--- config.mk ---
export PLATFORM = sky130hd
export DESIGN_NAME = pid_wb_master_flat
export DESIGN_NICKNAME = d
export VERILOG_FILES = /design/src/rtl/pid_wb_pkg.sv /design/src/rtl/pid_wb_master_if.sv /design/src/rtl/wb_timeout_cnt.sv /design/src/rtl/pid_wb_master.sv /design/src/flat_wrapper.sv
export SDC_FILE = /design/constraint.sdc
export NUM_CORES = 1
export LEC_CHECK = 0
export CORE_MARGIN = 1.5
export CORE_UTILIZATION = 36
export CTS_CLUSTER_SIZE = 8
export DETAILED_ROUTE_END_ITERATION = 8
export PLACE_DENSITY = 0.82
export SYNTH_ARGS = -nofsm -noshare
export SYNTH_HDL_FRONTEND = slang
export SYNTH_HIERARCHICAL = 1
export SYNTH_SLANG_ARGS = --single-unit
--- constraint.sdc ---
create_clock -name i_clk -period 1.99 [get_ports i_clk]
set_clock_uncertainty 0.2 [all_clocks]
set_input_delay 0.597 -clock i_clk [delete_from_list [all_inputs] [get_ports i_clk]]
set_output_delay 0.597 -clock i_clk [all_outputs]
set_load 0.01 [all_outputs]
--- src/rtl/pid_wb_pkg.sv ---
// Shared definitions for the pid Wishbone initiator: bus widths, FSM states
// and the pid slave register map.
package pid_wb_pkg;

  localparam int unsigned WbNbDefault    = 32;
  localparam int unsigned AdrWbNbDefault = 32;

  typedef enum logic [1:0] {
    StIdle = 2'd0,
    StBus  = 2'd1,
    StResp = 2'd2
  } wb_state_e;

  localparam logic [7:0] AdrKp = 8'h00;
  localparam logic [7:0] AdrKi = 8'h04;
  localparam logic [7:0] AdrKd = 8'h08;
  localparam logic [7:0] AdrSp = 8'h0C;
  localparam logic [7:0] AdrPv = 8'h10;
  localparam logic [7:0] AdrUn = 8'h14;

endpackage

--- src/rtl/pid_wb_master_if.sv ---
// Request/response port plus Wishbone classic bus of the pid initiator.
// The master modport is the initiator's view; slave is the environment's view.
interface pid_wb_master_if #(
  parameter int unsigned WB_NB     = 32,
  parameter int unsigned ADR_WB_NB = 32
) ();

  logic                 i_req_valid;
  logic                 o_req_ready;
  logic                 i_req_we;
  logic [ADR_WB_NB-1:0] i_req_adr;
  logic [WB_NB-1:0]     i_req_data;

  logic                 o_rsp_valid;
  logic [WB_NB-1:0]     o_rsp_data;
  logic                 o_rsp_err;

  logic                 o_wb_cyc;
  logic                 o_wb_stb;
  logic                 o_wb_we;
  logic [ADR_WB_NB-1:0] o_wb_adr;
  logic [WB_NB-1:0]     o_wb_data;
  logic                 i_wb_ack;
  logic [WB_NB-1:0]     i_wb_data;

  modport master (
    input  i_req_valid, i_req_we, i_req_adr, i_req_data, i_wb_ack, i_wb_data,
    output o_req_ready, o_rsp_valid, o_rsp_data, o_rsp_err,
    output o_wb_cyc, o_wb_stb, o_wb_we, o_wb_adr, o_wb_data
  );

  modport slave (
    output i_req_valid, i_req_we, i_req_adr, i_req_data, i_wb_ack, i_wb_data,
    input  o_req_ready, o_rsp_valid, o_rsp_data, o_rsp_err,
    input  o_wb_cyc, o_wb_stb, o_wb_we, o_wb_adr, o_wb_data
  );

endinterface

--- src/rtl/wb_timeout_cnt.sv ---
// Clear/enable saturating counter; tc_o flags the last cycle before timeout.
module wb_timeout_cnt #(
  parameter int unsigned Max  = 255,
  parameter int unsigned CntW = $clog2(Max + 1)
) (
  input  logic clk_i,
  input  logic rst_i,
  input  logic clr_i,
  input  logic en_i,
  output logic tc_o
);

  localparam logic [CntW-1:0] CntMax = CntW'(Max);
  localparam logic [CntW-1:0] CntTc  = CntW'(Max - 1);

  logic [CntW-1:0] cnt_q, cnt_d;

  always_comb begin
    cnt_d = cnt_q;
    if (clr_i) begin
      cnt_d = '0;
    end else if (en_i && (cnt_q != CntMax)) begin
      cnt_d = cnt_q + CntW'(1);
    end
  end

  always_ff @(posedge clk_i) begin
    if (rst_i) begin
      cnt_q <= '0;
    end else begin
      cnt_q <= cnt_d;
    end
  end

  assign tc_o = (cnt_q == CntTc);

endmodule

--- src/rtl/pid_wb_master.sv ---
// Wishbone classic single-transfer initiator: one valid/ready command becomes
// one CYC/STB cycle, answered by a one-cycle response pulse or a timeout error.
module pid_wb_master
  import pid_wb_pkg::*;
#(
  parameter int unsigned WB_NB       = WbNbDefault,
  parameter int unsigned ADR_WB_NB   = AdrWbNbDefault,
  parameter int unsigned TIMEOUT_CYC = 255
) (
  input  logic                i_clk,
  input  logic                i_rst,
  pid_wb_master_if.master     bus,
  output logic                o_busy
);

  wb_state_e            state_q, state_d;
  logic                 cyc_q, cyc_d;
  logic                 we_q, we_d;
  logic [ADR_WB_NB-1:0] adr_q, adr_d;
  logic [WB_NB-1:0]     wdata_q, wdata_d;
  logic                 rsp_valid_q, rsp_valid_d;
  logic                 rsp_err_q, rsp_err_d;
  logic [WB_NB-1:0]     rsp_data_q, rsp_data_d;
  logic                 cnt_clr, cnt_en, cnt_tc;

  wb_timeout_cnt #(
    .Max  (TIMEOUT_CYC),
    .CntW ($clog2(TIMEOUT_CYC + 1))
  ) u_timeout_cnt (
    .clk_i (i_clk),
    .rst_i (i_rst),
    .clr_i (cnt_clr),
    .en_i  (cnt_en),
    .tc_o  (cnt_tc)
  );

  always_comb begin
    state_d     = state_q;
    cyc_d       = cyc_q;
    we_d        = we_q;
    adr_d       = adr_q;
    wdata_d     = wdata_q;
    rsp_valid_d = 1'b0;
    rsp_err_d   = 1'b0;
    rsp_data_d  = rsp_data_q;
    cnt_clr     = 1'b0;
    cnt_en      = 1'b0;

    unique case (state_q)
      StIdle: begin
        if (bus.i_req_valid) begin
          we_d    = bus.i_req_we;
          adr_d   = bus.i_req_adr;
          wdata_d = bus.i_req_data;
          cyc_d   = 1'b1;
          cnt_clr = 1'b1;
          state_d = StBus;
        end
      end
      StBus: begin
        // ACK takes priority over a coincident timeout.
        if (bus.i_wb_ack) begin
          cyc_d       = 1'b0;
          we_d        = 1'b0;
          rsp_valid_d = 1'b1;
          rsp_data_d  = we_q ? '0 : bus.i_wb_data;
          state_d     = StResp;
        end else if (cnt_tc) begin
          cyc_d       = 1'b0;
          rsp_valid_d = 1'b1;
          rsp_err_d   = 1'b1;
          rsp_data_d  = '0;
          state_d     = StResp;
        end else begin
          cnt_en = 1'b1;
        end
      end
      StResp: begin
        state_d = StIdle;
      end
      default: begin
        state_d = StIdle;
        cyc_d   = 1'b0;
      end
    endcase
  end

  always_ff @(posedge i_clk) begin
    if (i_rst) begin
      state_q     <= StIdle;
      cyc_q       <= 1'b0;
      we_q        <= 1'b0;
      adr_q       <= '0;
      wdata_q     <= '0;
      rsp_valid_q <= 1'b0;
      rsp_err_q   <= 1'b0;
      rsp_data_q  <= '0;
    end else begin
      state_q     <= state_d;
      cyc_q       <= cyc_d;
      we_q        <= we_d;
      adr_q       <= adr_d;
      wdata_q     <= wdata_d;
      rsp_valid_q <= rsp_valid_d;
      rsp_err_q   <= rsp_err_d;
      rsp_data_q  <= rsp_data_d;
    end
  end

  // Ready is masked by reset so nothing is accepted while reset is asserted.
  assign bus.o_req_ready = (state_q == StIdle) && !i_rst;
  assign bus.o_rsp_valid = rsp_valid_q;
  assign bus.o_rsp_err   = rsp_err_q;
  assign bus.o_rsp_data  = rsp_data_q;
  assign bus.o_wb_cyc    = cyc_q;
  assign bus.o_wb_stb    = cyc_q;
  assign bus.o_wb_we     = we_q;
  assign bus.o_wb_adr    = adr_q;
  assign bus.o_wb_data   = wdata_q;
  assign o_busy          = (state_q != StIdle);

endmodule

--- src/flat_wrapper.sv ---
// flat-port wrapper written by rule: the top's interface ports become plain ports
module pid_wb_master_flat import pid_wb_pkg::*;
#(
  parameter int unsigned WB_NB       = WbNbDefault,
  parameter int unsigned ADR_WB_NB   = AdrWbNbDefault,
  parameter int unsigned TIMEOUT_CYC = 255
)
  (i_clk, i_rst, o_busy, bus_i_req_valid, bus_i_req_we, bus_i_req_adr, bus_i_req_data, bus_i_wb_ack, bus_i_wb_data, bus_o_req_ready, bus_o_rsp_valid, bus_o_rsp_data, bus_o_rsp_err, bus_o_wb_cyc, bus_o_wb_stb, bus_o_wb_we, bus_o_wb_adr, bus_o_wb_data);
  pid_wb_master_if #(.WB_NB(WB_NB), .ADR_WB_NB(ADR_WB_NB)) bus_i ();
  input  logic i_clk;
  input  logic i_rst;
  output logic o_busy;
  input wire logic [$bits(bus_i.i_req_valid)-1:0] bus_i_req_valid;
  input wire logic [$bits(bus_i.i_req_we)-1:0] bus_i_req_we;
  input wire logic [$bits(bus_i.i_req_adr)-1:0] bus_i_req_adr;
  input wire logic [$bits(bus_i.i_req_data)-1:0] bus_i_req_data;
  input wire logic [$bits(bus_i.i_wb_ack)-1:0] bus_i_wb_ack;
  input wire logic [$bits(bus_i.i_wb_data)-1:0] bus_i_wb_data;
  output wire logic [$bits(bus_i.o_req_ready)-1:0] bus_o_req_ready;
  output wire logic [$bits(bus_i.o_rsp_valid)-1:0] bus_o_rsp_valid;
  output wire logic [$bits(bus_i.o_rsp_data)-1:0] bus_o_rsp_data;
  output wire logic [$bits(bus_i.o_rsp_err)-1:0] bus_o_rsp_err;
  output wire logic [$bits(bus_i.o_wb_cyc)-1:0] bus_o_wb_cyc;
  output wire logic [$bits(bus_i.o_wb_stb)-1:0] bus_o_wb_stb;
  output wire logic [$bits(bus_i.o_wb_we)-1:0] bus_o_wb_we;
  output wire logic [$bits(bus_i.o_wb_adr)-1:0] bus_o_wb_adr;
  output wire logic [$bits(bus_i.o_wb_data)-1:0] bus_o_wb_data;
  assign bus_i.i_req_valid = bus_i_req_valid;
  assign bus_i.i_req_we = bus_i_req_we;
  assign bus_i.i_req_adr = bus_i_req_adr;
  assign bus_i.i_req_data = bus_i_req_data;
  assign bus_i.i_wb_ack = bus_i_wb_ack;
  assign bus_i.i_wb_data = bus_i_wb_data;
  assign bus_o_req_ready = bus_i.o_req_ready;
  assign bus_o_rsp_valid = bus_i.o_rsp_valid;
  assign bus_o_rsp_data = bus_i.o_rsp_data;
  assign bus_o_rsp_err = bus_i.o_rsp_err;
  assign bus_o_wb_cyc = bus_i.o_wb_cyc;
  assign bus_o_wb_stb = bus_i.o_wb_stb;
  assign bus_o_wb_we = bus_i.o_wb_we;
  assign bus_o_wb_adr = bus_i.o_wb_adr;
  assign bus_o_wb_data = bus_i.o_wb_data;
  pid_wb_master #(.WB_NB(WB_NB), .ADR_WB_NB(ADR_WB_NB), .TIMEOUT_CYC(TIMEOUT_CYC)) u_core (.i_clk(i_clk), .i_rst(i_rst), .bus(bus_i), .o_busy(o_busy));
endmodule
==> results of run 1 <==
-- cell usage in the layout (no fill, tap or decap), drive strengths merged --
cell | netlist | layout
o31ai | 1 | 1
clkdlybuf4s50 | 0 | 97
buf | 19 | 28
o2bb2a | 1 | 1
a211oi | 2 | 2
and4bb | 1 | 1
a31oi | 4 | 4
bufinv | 0 | 2
clkinv | 0 | 2
a2111oi | 1 | 1
a21oi | 100 | 100
nand4 | 1 | 1
nor2 | 7 | 7
nor2b | 1 | 1
o21ai | 36 | 36
nand2b | 1 | 1
mux2i | 4 | 4
nor3 | 5 | 5
nand2 | 167 | 167
ha | 2 | 2
nand3 | 5 | 5
dfxtp | 110 | 110
dlygate4sd2 | 0 | 101
and3 | 1 | 1
nor4b | 1 | 1
and4 | 3 | 3
dlymetal6s2s | 0 | 2
inv | 3 | 5
or3b | 1 | 1
or3 | 2 | 2
or2 | 2 | 2
bufbuf | 0 | 1
nor4 | 1 | 1
clkbuf | 18 | 10
-- power groups by stage --
stage / Clock [mW] / Combinational, mW / Sequential (mW)
6_report: 1.96 / 0.798 / 2.36
5_1_grt: 2.07 / 0.870 / 2.37
4_1_cts: 2.00 / 0.801 / 2.36
3_5_place_dp: 0 / 0.825 / 2.42
3_3_place_gp: 0 / 0.811 / 2.41
2_1_floorplan: 0 / 0.276 / 2.47
-- cells by family (layout without fill, tap and decap cells) --
group,count (synthesis),in the layout,synth area share (%)
AND/OR/NAND/NOR,199,199,20.24
flip-flops,110,110,54.22
AO/OA/AOI/OAI,145,145,18.85
adder cells (fa/ha/maj),2,2,0.6160
buffers and inverters,40,248,5.083
multiplexers,4,4,0.9859
-- how the worst max path moves through the flow --
stage	start	to	slack, ps	cells past startpoint
global route	u_core/u_timeout_cnt/cnt_q[0]	u_core/u_timeout_cnt/cnt_q[5]	-0.05	8
detailed placement	bus_i_req_valid	u_core/bus.o_wb_adr[4]	-580	6
global placement	bus_i_req_valid	u_core/bus.o_wb_adr[13]	-510	6
finish	u_core/state_q[1]	o_busy	70	3
CTS	u_core/bus.o_rsp_valid	bus_o_rsp_valid	2	1
floorplan	u_core/state_q[0]	u_core/u_timeout_cnt/cnt_q[5]	10	7
-- metrics by stage --
stage	hold WS (ps)	TNS [ps]	utilization [%]	std cells
floorplan	275.3	0	-	500
global placement	241.0	-41650	57.70	829
detailed placement	248.2	-44670	57.70	829
CTS	256.1	0	60.42	848
global route	269.8	-0.05196	60.60	848
finish	252.4	0	60.60	848
-- worst max-delay path: stages (launching register included) --
cell and delay, ps:
dfxtp_2 320, or2_4 250, buf_6 120, buf_6 110
-- area by class of cell --
cell class / instances / area [µm²]
timing repair buffer: 229 / 2215
sequential: 110 / 2203
fill: 974 / 4309
inverter: 3 / 16.27
clock buffer: 10 / 239.0
clock inverter: 6 / 91.34
multi-input combinational: 350 / 1687
tap: 140 / 175.2
-- routing by layer --
metal	track usage, %	up-vias
met5	0	-
met4	7.699	0
met3	5.798	17
met2	35.31	155
met1	22.84	1937
li1	-	2076
-- registers in the layout (all words and copies together), names as in the netlist --
signal	flops
u_core/bus.o_rsp_data	32
u_core/u_timeout_cnt/cnt_q	8
u_core/bus.o_rsp_err	1
u_core/bus.o_wb_adr	32
u_core/bus.o_wb_we	1
u_core/bus.o_wb_cyc	1
u_core/bus.o_rsp_valid	1
u_core/bus.o_wb_data	32
u_core/state_q	2
-- what timing repair did --
action | in CTS | in global routing
gates resized for setup | 118 | 7
setup endpoints to repair | 175 | 38
pin swaps | 0 | 3
gates cloned | 2 | 0
buffers inserted | 1 | 0
==> flow_metrics.tcl, run 1 <==
set metrics [dict create \
    dr.pass1.iters 4 \
    grt_usage_pct 20.06 \
    drv_slew 0 \
    antenna_cells 0 \
    insertion_delay_ps 330 \
    worstHoldPathCells 2 \
    htreeDepth 3 \
    worstSetupPathType "reg -> out" \
    start_util_pct 37.14 \
    powerDensity_nw_per_um2 772.4 \
    viasPerCell 4.935 \
    fin_crit_ps 1921 \
    die_x_um 109.2 \
    wl_per_cell_um 14.19 \
    syn_area_per_cell_um2 8.123 \
    drive_gt1_share_pct 8.757 \
    grt_pass1_vias 3984 \
    die_y_um 109.2 \
    synth_area_leaders "dfxtp_1, nand2_1, a21oi_1" \
    clk_path_buf_depth 2 \
    design_area_um2 6626 \
    first_iter_violations 253 \
    pwr-share-clk_pct 38.3 \
    die_area_um2 11930 \
    synth_top_flop_cell "dfxtp_1" \
    drcViolationCount 0 \
    crit_required_ps 1190 \
    p_sw_mw 1.234 \
    routed-wl-met3_um 954 \
    cts_made_buffers 9 \
    max_cap_violations 0 \
    coreArea_um2 10940 \
    r2r-start "u_core/u_timeout_cnt/cnt_q[0]" \
    status "finished, final reports clean" \
    grt_max_degree 65 \
    worst_pin_slew_ps 563.1 \
    endpoint_kind "output port" \
    comb_power_share_pct 15.6 \
    synth_edf_count 0 \
    ant_nets 0 \
    wl_met2_mm 6.072 \
    regToRegSetupSlack_ps 80 \
    fin_ws_ps 69.03 \
    finalHoldViolCount 0 \
    worstReg2RegEnd "u_core/u_timeout_cnt/cnt_q[5]" \
    p_int_mw 3.885 \
    clk_pin_slew_ps 80 \
    grt_antenna_before_repair 0 \
    root_buffer "clkbuf_16" \
    cts_num_sinks 110 \
    p_leak_nw 2.905 \
    vias 4185 \
    cts_tree "done" \
    syn_area_um2 4061 \
    timing.fmax_mhz 520.6 \
    dp_hpwl_mm 8.256 \
    met1_length_mm 4.771 \
    irDropWorstVdd_mv 0.4762 \
    postPlaceCellArea_um2 6310 \
    yosysTopAreaCellShare_pct 54.22 \
    portBuffers 203 \
    rows 38 \
    fin_crit_sh_pct 96.53 \
    grt_first_pass_wirelength_mm 18.95 \
    hp-class "reg -> reg" \
    layout.nets 806 \
    slew_headroom_pct 62.46 \
    path_max_fanout 2 \
    synth_top_area_cell "dfxtp_1" \
    totalWireLength_mm 12.04 \
    setup_viol 0 \
    ys_ff_latch 110 \
    synth_fp_nets 603 \
    async_flop_share_pct 0 \
    pre_cts_ws_ps -578.6 \
    grt-ovfl-total 0 \
    num_io_pins 204 \
    hold_buffers 0 \
    critPathArrivalTime_ps 1120 \
    synth_cell_types 34 \
    p_sw_share_pct 24.10 \
    ys_warn_count 6 \
    area_delta_synth_final_pct 63.15 \
    synthCells 500 \
    hold_end "u_core/bus.o_wb_data[8]" \
    r2r_cells 8 \
    ys_seq_area_share_pct 54.22 \
    total_power_mw 5.118 \
    crit_path_start_kind "flop" \
    pwr-share-seq_pct 46.1 \
    yosysMostFrequentCell "nand2_1" \
    hp-start "u_core/bus.o_wb_data[8]" \
    place.gp.congestion 0.8006 \
    top_layer "met4" \
    ys_top_cells_by_count "nand2_1, dfxtp_1, a21oi_1" \
]
(Power assumes the default switching activity.)
==> run 2, diff against run 1 <==
--- a/config.mk
+++ b/config.mk
@@ -5,8 +5,9 @@
 export SDC_FILE = /design/constraint.sdc
 export NUM_CORES = 1
 export LEC_CHECK = 0
+export ABC_AREA = 1
 export CORE_MARGIN = 1.5
-export CORE_UTILIZATION = 36
+export CORE_UTILIZATION = 37
 export CTS_CLUSTER_SIZE = 8
 export DETAILED_ROUTE_END_ITERATION = 8
 export PLACE_DENSITY = 0.82
==> flow_metrics.tcl, run 2 <==
set metrics [dict create \
    die_x_um 112.1 \
    drv_slew 0 \
    path_depth 3 \
    antenna_cells 0 \
    first_iter_violations 382 \
    crit_chain "nor2_4, inv_1, dlygate4sd2_1" \
    drcViolationCount 20 \
    ys_ff_latch 110 \
    num_io_pins 204 \
    syn_area_um2 4402 \
    synth_top_flop_cell "dfxtp_1" \
    cpMaxStageDelayCell "dfxtp_2" \
    powerDensity_nw_per_um2 780.4 \
    synth_cell_types 25 \
    layout_common_cells "nor2_1, dfxtp_1, dlygate4sd2_1" \
    viasPerCell 4.678 \
    rows 39 \
    endpoint_kind "output port" \
    synth_top_area_cell "dfxtp_1" \
    cts_made_buffers 9 \
    grt-ovfl-total 0 \
    totalWireLength_mm 11.96 \
    regToRegSetupSlack_ps 130 \
    dp_hpwl_mm 8.213 \
    tns_ps 0 \
    utilization_pct 58.91 \
    synth_area_leaders "dfxtp_1, nor2_1, o21ai_0" \
    root_buffer "clkbuf_16" \
    die_area_um2 12560 \
    violations "DRC" \
    post_cts_buffers 0 \
    async_flop_share_pct 0 \
    setup_viol 0 \
    max_cap_violations 0 \
    clk_path_buf_depth 2 \
    vias 4374 \
    grt_max_degree 65 \
    total_power_mw 5.294 \
    postPlaceCellArea_um2 6571 \
    grt_usage_pct 18.79 \
    htreeDepth 3 \
    worst_pin_slew_ps 425.5 \
    drive_gt1_share_pct 8.081 \
    final_common_cell "nor2_1" \
    nFillCells 1100 \
    ys_warn_count 6 \
    worstSetupPathType "reg -> out" \
    slew_headroom_pct 71.63 \
    insertion_delay_ps 330 \
    r2r_cells 13 \
    cp_num_buf_inv 2 \
    grt_first_pass_wirelength_mm 19.32 \
    crit_required_ps 1190 \
    grt_antenna_before_repair 0 \
    cts_num_sinks 110 \
    syn_area_per_cell_um2 7.435 \
    fin_crit_sh_pct 96.04 \
    cp_top_family "flip-flops" \
    dr.pass1.iters 7 \
    cts_tree "done" \
    yosysTopAreaCellShare_pct 50.03 \
    synth_edf_count 0 \
    path_max_fanout 2 \
    die_y_um 112.1 \
    portBuffers 203 \
    irDropWorstVdd_mv 0.5381 \
    ys_seq_area_share_pct 50.03 \
    critPathArrivalTime_ps 1110 \
    cpPeakStageDelay_ps 340 \
    clk_pin_slew_ps 70 \
    design_area_um2 6784 \
    area_delta_synth_final_pct 54.12 \
    ys_top_cells_by_count "nor2_1, dfxtp_1, nand2_1" \
    finalHoldViolCount 0 \
    crit_path_start_kind "flop" \
    hp-class "reg -> reg" \
    yosysMostFrequentCell "nor2_1" \
    place.gp.congestion 0.8383 \
    start_util_pct 38.22 \
    status "complete, but fails checks" \
    grt_pass1_vias 4005 \
    fin_crit_ps 1911 \
    ant_nets 0 \
    synth_fp_nets 695 \
    layout.nets 891 \
    timing.fmax_mhz 523.2 \
    p_leak_nw 3.179 \
    wl_per_cell_um 12.79 \
    synthCells 592 \
    coreArea_um2 11520 \
    worstHoldPathCells 2 \
]
## run 2: cell types whose count changed in the layout (fill, tap and decap cells not counted), moves of 4 or more
cell     change
inv_1       +41
a31oi_1      -4
mux2i_1      -4
dfxtp_1      -4
nor2_1     +172
a21oi_1     -62
nand2_1    -113
nand2_2      +6
inv_2        +5
o21ai_0     +18
nand3_1     +33
o21ai_1     +13
## run 2: path summary, 6_finish.rpt
| path | from | endpoint |
|---|---|---|
| max | u_core/state_q[1] | o_busy |
| min | u_core/bus.o_rsp_data[5] | u_core/bus.o_rsp_data[5] |
| max reg2reg | u_core/u_timeout_cnt/cnt_q[7] | u_core/u_timeout_cnt/cnt_q[7] |
| min reg2reg | u_core/bus.o_rsp_data[5] | u_core/bus.o_rsp_data[5] |
## run 2: kinds of logic after synthesis
group / after synthesis / synth area share, %
AOI/OAI and AO/OA: 109 / 12.62
xor gates and xnor gates: 2 / 0.3980
adders and majority gates: 2 / 0.5684
buffers and inverters: 88 / 10.20
DFF: 110 / 50.03
and+or+nand+nor: 281 / 26.18
## run 2: per-layer routing
layer	GRT usage [%]	up-vias	routed length (µm)
li1	-	2244	-
met1	23.85	1958	5206
met2	31.28	162	5521
met3	5.886	10	1096
met4	4.810	0	135
met5	0	-	0
## run 2: stage by stage
step                      std cells  hold slack [ps]  setup slack, ps
final                           935            255.4            78.79
after global routing            935            277.2           -7.292
after CTS                       935            257.5            47.77
after detailed placement        920            251.2           -546.2
after global placement          920            245.8           -571.3
after floorplan                 592            282.9            21.83
## run 2: area by class of cell
type	instances	area (µm²)	area share, %
Sequential cell	110	2213	32.63
Timing Repair Buffer	225	2126	31.34
Multi-Input combinational cell	394	1764	26.01
Clock buffer	10	239.0	3.523
Inverter	48	180.2	2.656
Tap cell	143	178.9	2.637
Clock inverter	5	82.58	1.217
## run 2: report_power, final
group	leakage, nW	internal [mW]	switching, mW	total, mW
clock	0.159	1.14	0.801	1.94
combinational	2.11	0.476	0.467	0.943
sequential	0.907	2.35	0.0674	2.41
## run 2: timing repair
action,in CTS,in global routing
hold buffers,0,0
resized for setup,109,12
pin swaps,0,1
setup endpoints to repair,166,8
## run 2: worst register-to-register path: cells and delay by family (launching register included)
kind / cells / cell delay [ps]
buffers and inverters: 3 / 170
AND/OR/NAND/NOR: 8 / 780
AO/OA/AOI/OAI: 2 / 230
flip-flops: 1 / 370
